===== src/rtl/single_pe_conv.sv =====
// Single-MAC processing element: 3x3 valid correlation of a 4x4 tile, one MAC per clock.
// Inputs are snapshotted at LOAD; outputs c11, c12, c21, c22 are produced in that order over 36 cycles.
module single_pe_conv #(
  parameter int DW = 8,
  parameter int AW = 20
) (
  input  logic          clk,
  input  logic          rst,
  input  logic [DW-1:0] in11,
  input  logic [DW-1:0] in12,
  input  logic [DW-1:0] in13,
  input  logic [DW-1:0] in14,
  input  logic [DW-1:0] in21,
  input  logic [DW-1:0] in22,
  input  logic [DW-1:0] in23,
  input  logic [DW-1:0] in24,
  input  logic [DW-1:0] in31,
  input  logic [DW-1:0] in32,
  input  logic [DW-1:0] in33,
  input  logic [DW-1:0] in34,
  input  logic [DW-1:0] in41,
  input  logic [DW-1:0] in42,
  input  logic [DW-1:0] in43,
  input  logic [DW-1:0] in44,
  input  logic [DW-1:0] fil11,
  input  logic [DW-1:0] fil12,
  input  logic [DW-1:0] fil13,
  input  logic [DW-1:0] fil21,
  input  logic [DW-1:0] fil22,
  input  logic [DW-1:0] fil23,
  input  logic [DW-1:0] fil31,
  input  logic [DW-1:0] fil32,
  input  logic [DW-1:0] fil33,
  output logic [DW-1:0] c11,
  output logic [DW-1:0] c12,
  output logic [DW-1:0] c21,
  output logic [DW-1:0] c22
);

  typedef enum logic [1:0] {
    LOAD    = 2'd0,
    COMPUTE = 2'd1,
    DONE    = 2'd2
  } state_t;

  state_t        state_q;
  logic [DW-1:0] pix_q [16];
  logic [DW-1:0] tap_q [9];
  logic [DW-1:0] c_q   [4];
  logic [1:0]    tr_q;
  logic [1:0]    tc_q;
  logic [1:0]    oc_q;
  logic [AW-1:0] acc_q;

  logic [1:0]      row_s;
  logic [1:0]      col_s;
  logic [3:0]      pix_idx_s;
  logic [3:0]      tap_idx_s;
  logic [2*DW-1:0] prod_s;
  logic [AW-1:0]   sum_d;
  logic            last_tap_s;

  // Window address: output row/col offset (oc_q[1], oc_q[0]) plus the current tap row/col.
  always_comb begin
    row_s      = {1'b0, oc_q[1]} + tr_q;
    col_s      = {1'b0, oc_q[0]} + tc_q;
    pix_idx_s  = {row_s, col_s};
    tap_idx_s  = ({2'b00, tr_q} * 4'd3) + {2'b00, tc_q};
    prod_s     = pix_q[pix_idx_s] * tap_q[tap_idx_s];
    sum_d      = acc_q + {{(AW-2*DW){1'b0}}, prod_s};
    last_tap_s = (tr_q == 2'd2) && (tc_q == 2'd2);
  end

  // Control FSM, snapshot registers, accumulator and registered outputs.
  always_ff @(posedge clk) begin
    if (!rst) begin
      state_q <= LOAD;
      acc_q   <= {AW{1'b0}};
      tr_q    <= 2'd0;
      tc_q    <= 2'd0;
      oc_q    <= 2'd0;
      for (int k = 0; k < 16; k++) pix_q[k] <= {DW{1'b0}};
      for (int k = 0; k < 9; k++)  tap_q[k] <= {DW{1'b0}};
      for (int k = 0; k < 4; k++)  c_q[k]   <= {DW{1'b0}};
    end else begin
      case (state_q)
        LOAD: begin
          pix_q[0]  <= in11;  pix_q[1]  <= in12;  pix_q[2]  <= in13;  pix_q[3]  <= in14;
          pix_q[4]  <= in21;  pix_q[5]  <= in22;  pix_q[6]  <= in23;  pix_q[7]  <= in24;
          pix_q[8]  <= in31;  pix_q[9]  <= in32;  pix_q[10] <= in33;  pix_q[11] <= in34;
          pix_q[12] <= in41;  pix_q[13] <= in42;  pix_q[14] <= in43;  pix_q[15] <= in44;
          tap_q[0]  <= fil11; tap_q[1]  <= fil12; tap_q[2]  <= fil13;
          tap_q[3]  <= fil21; tap_q[4]  <= fil22; tap_q[5]  <= fil23;
          tap_q[6]  <= fil31; tap_q[7]  <= fil32; tap_q[8]  <= fil33;
          acc_q   <= {AW{1'b0}};
          tr_q    <= 2'd0;
          tc_q    <= 2'd0;
          oc_q    <= 2'd0;
          state_q <= COMPUTE;
        end
        COMPUTE: begin
          if (last_tap_s) begin
            c_q[oc_q] <= sum_d[DW-1:0];
            acc_q     <= {AW{1'b0}};
            tr_q      <= 2'd0;
            tc_q      <= 2'd0;
            if (oc_q == 2'd3) begin
              state_q <= DONE;
            end else begin
              oc_q <= oc_q + 2'd1;
            end
          end else begin
            acc_q <= sum_d;
            if (tc_q == 2'd2) begin
              tc_q <= 2'd0;
              tr_q <= tr_q + 2'd1;
            end else begin
              tc_q <= tc_q + 2'd1;
            end
          end
        end
        DONE: begin
          state_q <= DONE;
        end
        default: begin
          state_q <= LOAD;
        end
      endcase
    end
  end

  assign c11 = c_q[0];
  assign c12 = c_q[1];
  assign c21 = c_q[2];
  assign c22 = c_q[3];

endmodule


===== config.mk =====
export PLATFORM = sky130hd
export DESIGN_NAME = single_pe_conv
export DESIGN_NICKNAME = d
export VERILOG_FILES = /design/src/rtl/single_pe_conv.sv
export SDC_FILE = /design/constraint.sdc
export NUM_CORES = 1
export LEC_CHECK = 0
export CAP_MARGIN = 20
export CORE_MARGIN = 2
export CORE_UTILIZATION = 40
export CTS_BUF_LIST = sky130_fd_sc_hd__clkbuf_8
export DETAILED_ROUTE_END_ITERATION = 16
export GPL_TIMING_DRIVEN = 1
export SYNTH_ARGS = -nofsm -noshare
export SYNTH_HDL_FRONTEND = slang
export SYNTH_SLANG_ARGS = --single-unit

===== constraint.sdc =====
create_clock -name clk -period 12.5 [get_ports clk]
set_clock_uncertainty 0.1 [all_clocks]
set_input_delay 1.875 -clock clk [delete_from_list [all_inputs] [get_ports clk]]
set_output_delay 1.875 -clock clk [all_outputs]
set_load 0.05 [all_outputs]

==> flow_metrics.py <==
metrics = {
    "run_status": {
        "status": "finished clean",
    },
    "logic_synthesis": {
        "synth_cell_types": 58,
        "ys.flop_type": "edfxtp_1",
        "async_flop_share": 0,
        "synth_top_cell_by_area": "edfxtp_1",
        "yosysMostFrequentCell": "edfxtp_1",
        "synth.area.top_cells": "edfxtp_1 56%, and3_1 7.9%, and2_1 3.9%, mux4_1 3.4%, fa_1 3.2%",
        "yosysWarnings": 0,
        "syn-cell-area_um2": 12400,
        "synth_nets": 1168,
        "avgSynthCellArea_um2": 13.5,
        "synthCells": 921,
        "synth-edff-count": 232,
        "ys_top_cells_by_count": "232 x edfxtp_1, 157 x and3_1, 77 x and2_1",
        "yosysSeqAreaShare": 0.587,
        "ys_ff_latch": 248,
        "synth_top_area_share": 0.561,
    },
    "sta": {
        "setup_viol": 0,
        "setup-tns-final_ns": 0,
        "hold_viol_final": 0,
        "setup_slack_ns": 4.95,
        "tightestPinTransition_ns": 1.04,
        "period_needed_ns": 7.55,
        "grt_setup_unrepaired": "no",
        "max_clock_freq_mhz": 132,
        "finalMaxSlewViolations": 0,
        "slew_headroom": 0.310,
        "fin_crit_sh": 0.604,
    },
    "worst_setup_path": {
        "critical_path_class": "flip-flop to flip-flop",
        "critPathArrivalTime_ns": 7.74,
        "critPathRequiredTime_ns": 12.69,
        "crit_chain": "inv_1 -> fa_1 -> inv_1 -> ha_1 -> inv_1 -> fa_1 -> mux2i_1 -> a21oi_1 -> nand2_1 -> fa_1 -> inv_1 -> fa_1 -> ha_1 -> inv_1 -> fa_1 -> inv_1 -> fa_1 -> a21o_1 -> a21oi_1 -> xnor2_1 -> xnor3_1 -> xnor3_2 -> xnor2_2 -> nor2_1",
        "cp-end-kind": "flip-flop",
        "max_stage_delay_ns": 0.83,
        "crit_path_start_kind": "flip-flop",
        "slowest_stage": "fa_1",
        "worstPathMaxFanout": 9,
    },
    "floorplan": {
        "die_area_um2": 32500,
        "die_x_um": 180,
        "core_area_um2": 30600,
        "rows": 64,
        "io_pins": 234,
        "die_y_um": 180,
        "start_util": 0.406,
    },
    "routing": {
        "wire_per_inst_um": 18.5,
        "dr.pass1.iters": 6,
        "wl_mm": 29.1,
        "drc_errors": 0,
        "postRouteAntennaNets": 0,
        "drtIter0Drc": 469,
        "vias": 7903,
        "viasPerCell": 5.03,
    },
    "clock_network": {
        "cts.root.buffer_cell": "clkbuf_8",
        "clkSlewWorstSetupHoldPaths_ns": 0.06,
        "h-tree-depth": 2,
        "cts_setup_buffers": 0,
        "insertion_delay_ns": 0.54,
        "cts_hold_buf": 0,
        "cts-resized-gates": 0,
        "cts_num_sinks": 248,
        "cts-buffers-inserted": 42,
        "cts_max_path_buffers": 3,
        "cts_tree": "done",
    },
    "layout": {
        "syn2layout_area_growth_pct": 27.0,
        "final_cells": 1570,
        "drive_gt1_frac": 0.0835,
        "nFillCells": 2647,
        "layout.nets": 1393,
        "diodes": 0,
    },
    "placement": {
        "place_inst": 1496,
        "numPortBuffers": 233,
        "post-place-ws_ns": 4.95,
        "hpwl_mm": 20.1,
        "place.gp.congestion": 0.818,
    },
    "pwr": {
        "peakVddDrop_uv": 132,
        "powerDensity_nw_per_um2": 204,
        "p_leak_nw": 6.57,
    },
    "run": {
        "maxCapViolCount": 0,
    },
    "global_route": {
        "antenna_found_initial": 0,
        "overflow": 0,
        "grt_max_degree": 143,
        "grt_usage": 0.178,
        "grt_pass1_wl_mm": 45.6,
        "first_global_vias": 8215,
    },
    "hold_path": {
        "hold_class": "flip-flop to flip-flop",
    },
}
state kept, by name, summed over array words and instances, names as in the netlist:
register,count
pix_q,128
tap_q,72
c_q,32
acc_q,8
oc_q,2
state_q,2
tc_q,2
tr_q,2
layout by cell type (no fill, tap or decap), types with 20 or more instances in the layout:
| cell | instances |
|---|---|
| and2_1 | 77 |
| and3_1 | 157 |
| clkbuf_8 | 43 |
| clkdlybuf4s50_1 | 232 |
| edfxtp_1 | 232 |
| fa_1 | 20 |
| ha_1 | 24 |
| inv_1 | 62 |
| mux2i_1 | 37 |
| nand2_1 | 73 |
| nor2_1 | 29 |
report_power, final:
part	internal (mW)	switching, mW	total [mW]	leakage (nW)
Combinational	0.485	0.720	1.21	3.44
Clock	0.339	0.313	0.652	0.439
Sequential	1.28	0.0747	1.36	2.68
Total	2.10	1.11	3.21	6.57
layout make-up:
cell class / instances / area, um^2 / share of cell area
sequential: 248 / 7290 / 0.462
multi-input combinational: 565 / 4640 / 0.294
inverter: 45 / 169 / 0.0107
clock inverter: 29 / 146 / 0.00928
clock buffer: 43 / 592 / 0.0375
timing repair buffer: 244 / 2450 / 0.155
tap: 396 / 495 / 0.0314
logic make-up after synthesis:
group | count (synthesis) | synth area share
fa+ha+maj | 45 | 0.0574
compound gates | 56 | 0.0336
flops | 248 | 0.587
mux | 70 | 0.0945
simple gates | 376 | 0.169
xor+xnor | 18 | 0.0171
buf+inv | 108 | 0.0416
critical path: cells and delay by family (launching register included):
family,cells,cell delay [ns]
fa+ha+maj,8,3.64
flops,1,0.52
simple gates,2,0.23
buf+inv,6,0.40
xor+xnor,4,1.21
compound gates,3,1.02
mux,1,0.16
routing by layer:
| metal | wire [um] | global-route usage | up-vias | part of all wire |
|---|---|---|---|---|
| met2 | 14200 | 0.302 | 227 | 0.49 |
| met4 | 529 | 0.0468 | 0 | 0.018 |
| met5 | 0 | 0 | - | 0 |
| li1 | - | - | 3831 | - |
| met3 | 1440 | 0.0317 | 44 | 0.049 |
| met1 | 12900 | 0.237 | 3801 | 0.44 |
metrics by stage:
step | instance area, um^2 | utilization | power (mW) | hold slack, ns
after global routing | 15800 | 0.516 | 3.43 | 0.409
after detailed placement | 15000 | 0.490 | 2.59 | 0.368
after CTS | 15700 | 0.514 | 3.25 | 0.385
final | 15800 | 0.516 | 3.21 | 0.381
after floorplan | 12400 | - | 2.24 | 0.346
after global placement | 15000 | 0.490 | 2.57 | 0.367
final timing paths:
check                  start          to  slack [ns]  cells past startpoint
setup / recovery     tc_q[1]   c_q[2][7]        4.95                     24
setup reg to reg     tc_q[1]   c_q[2][7]        4.95                     24
hold / removal    state_q[1]  state_q[1]        0.38                      2
hold reg to reg   state_q[1]  state_q[1]        0.38                      2
Note: power is estimated with default switching activity, not from simulation.
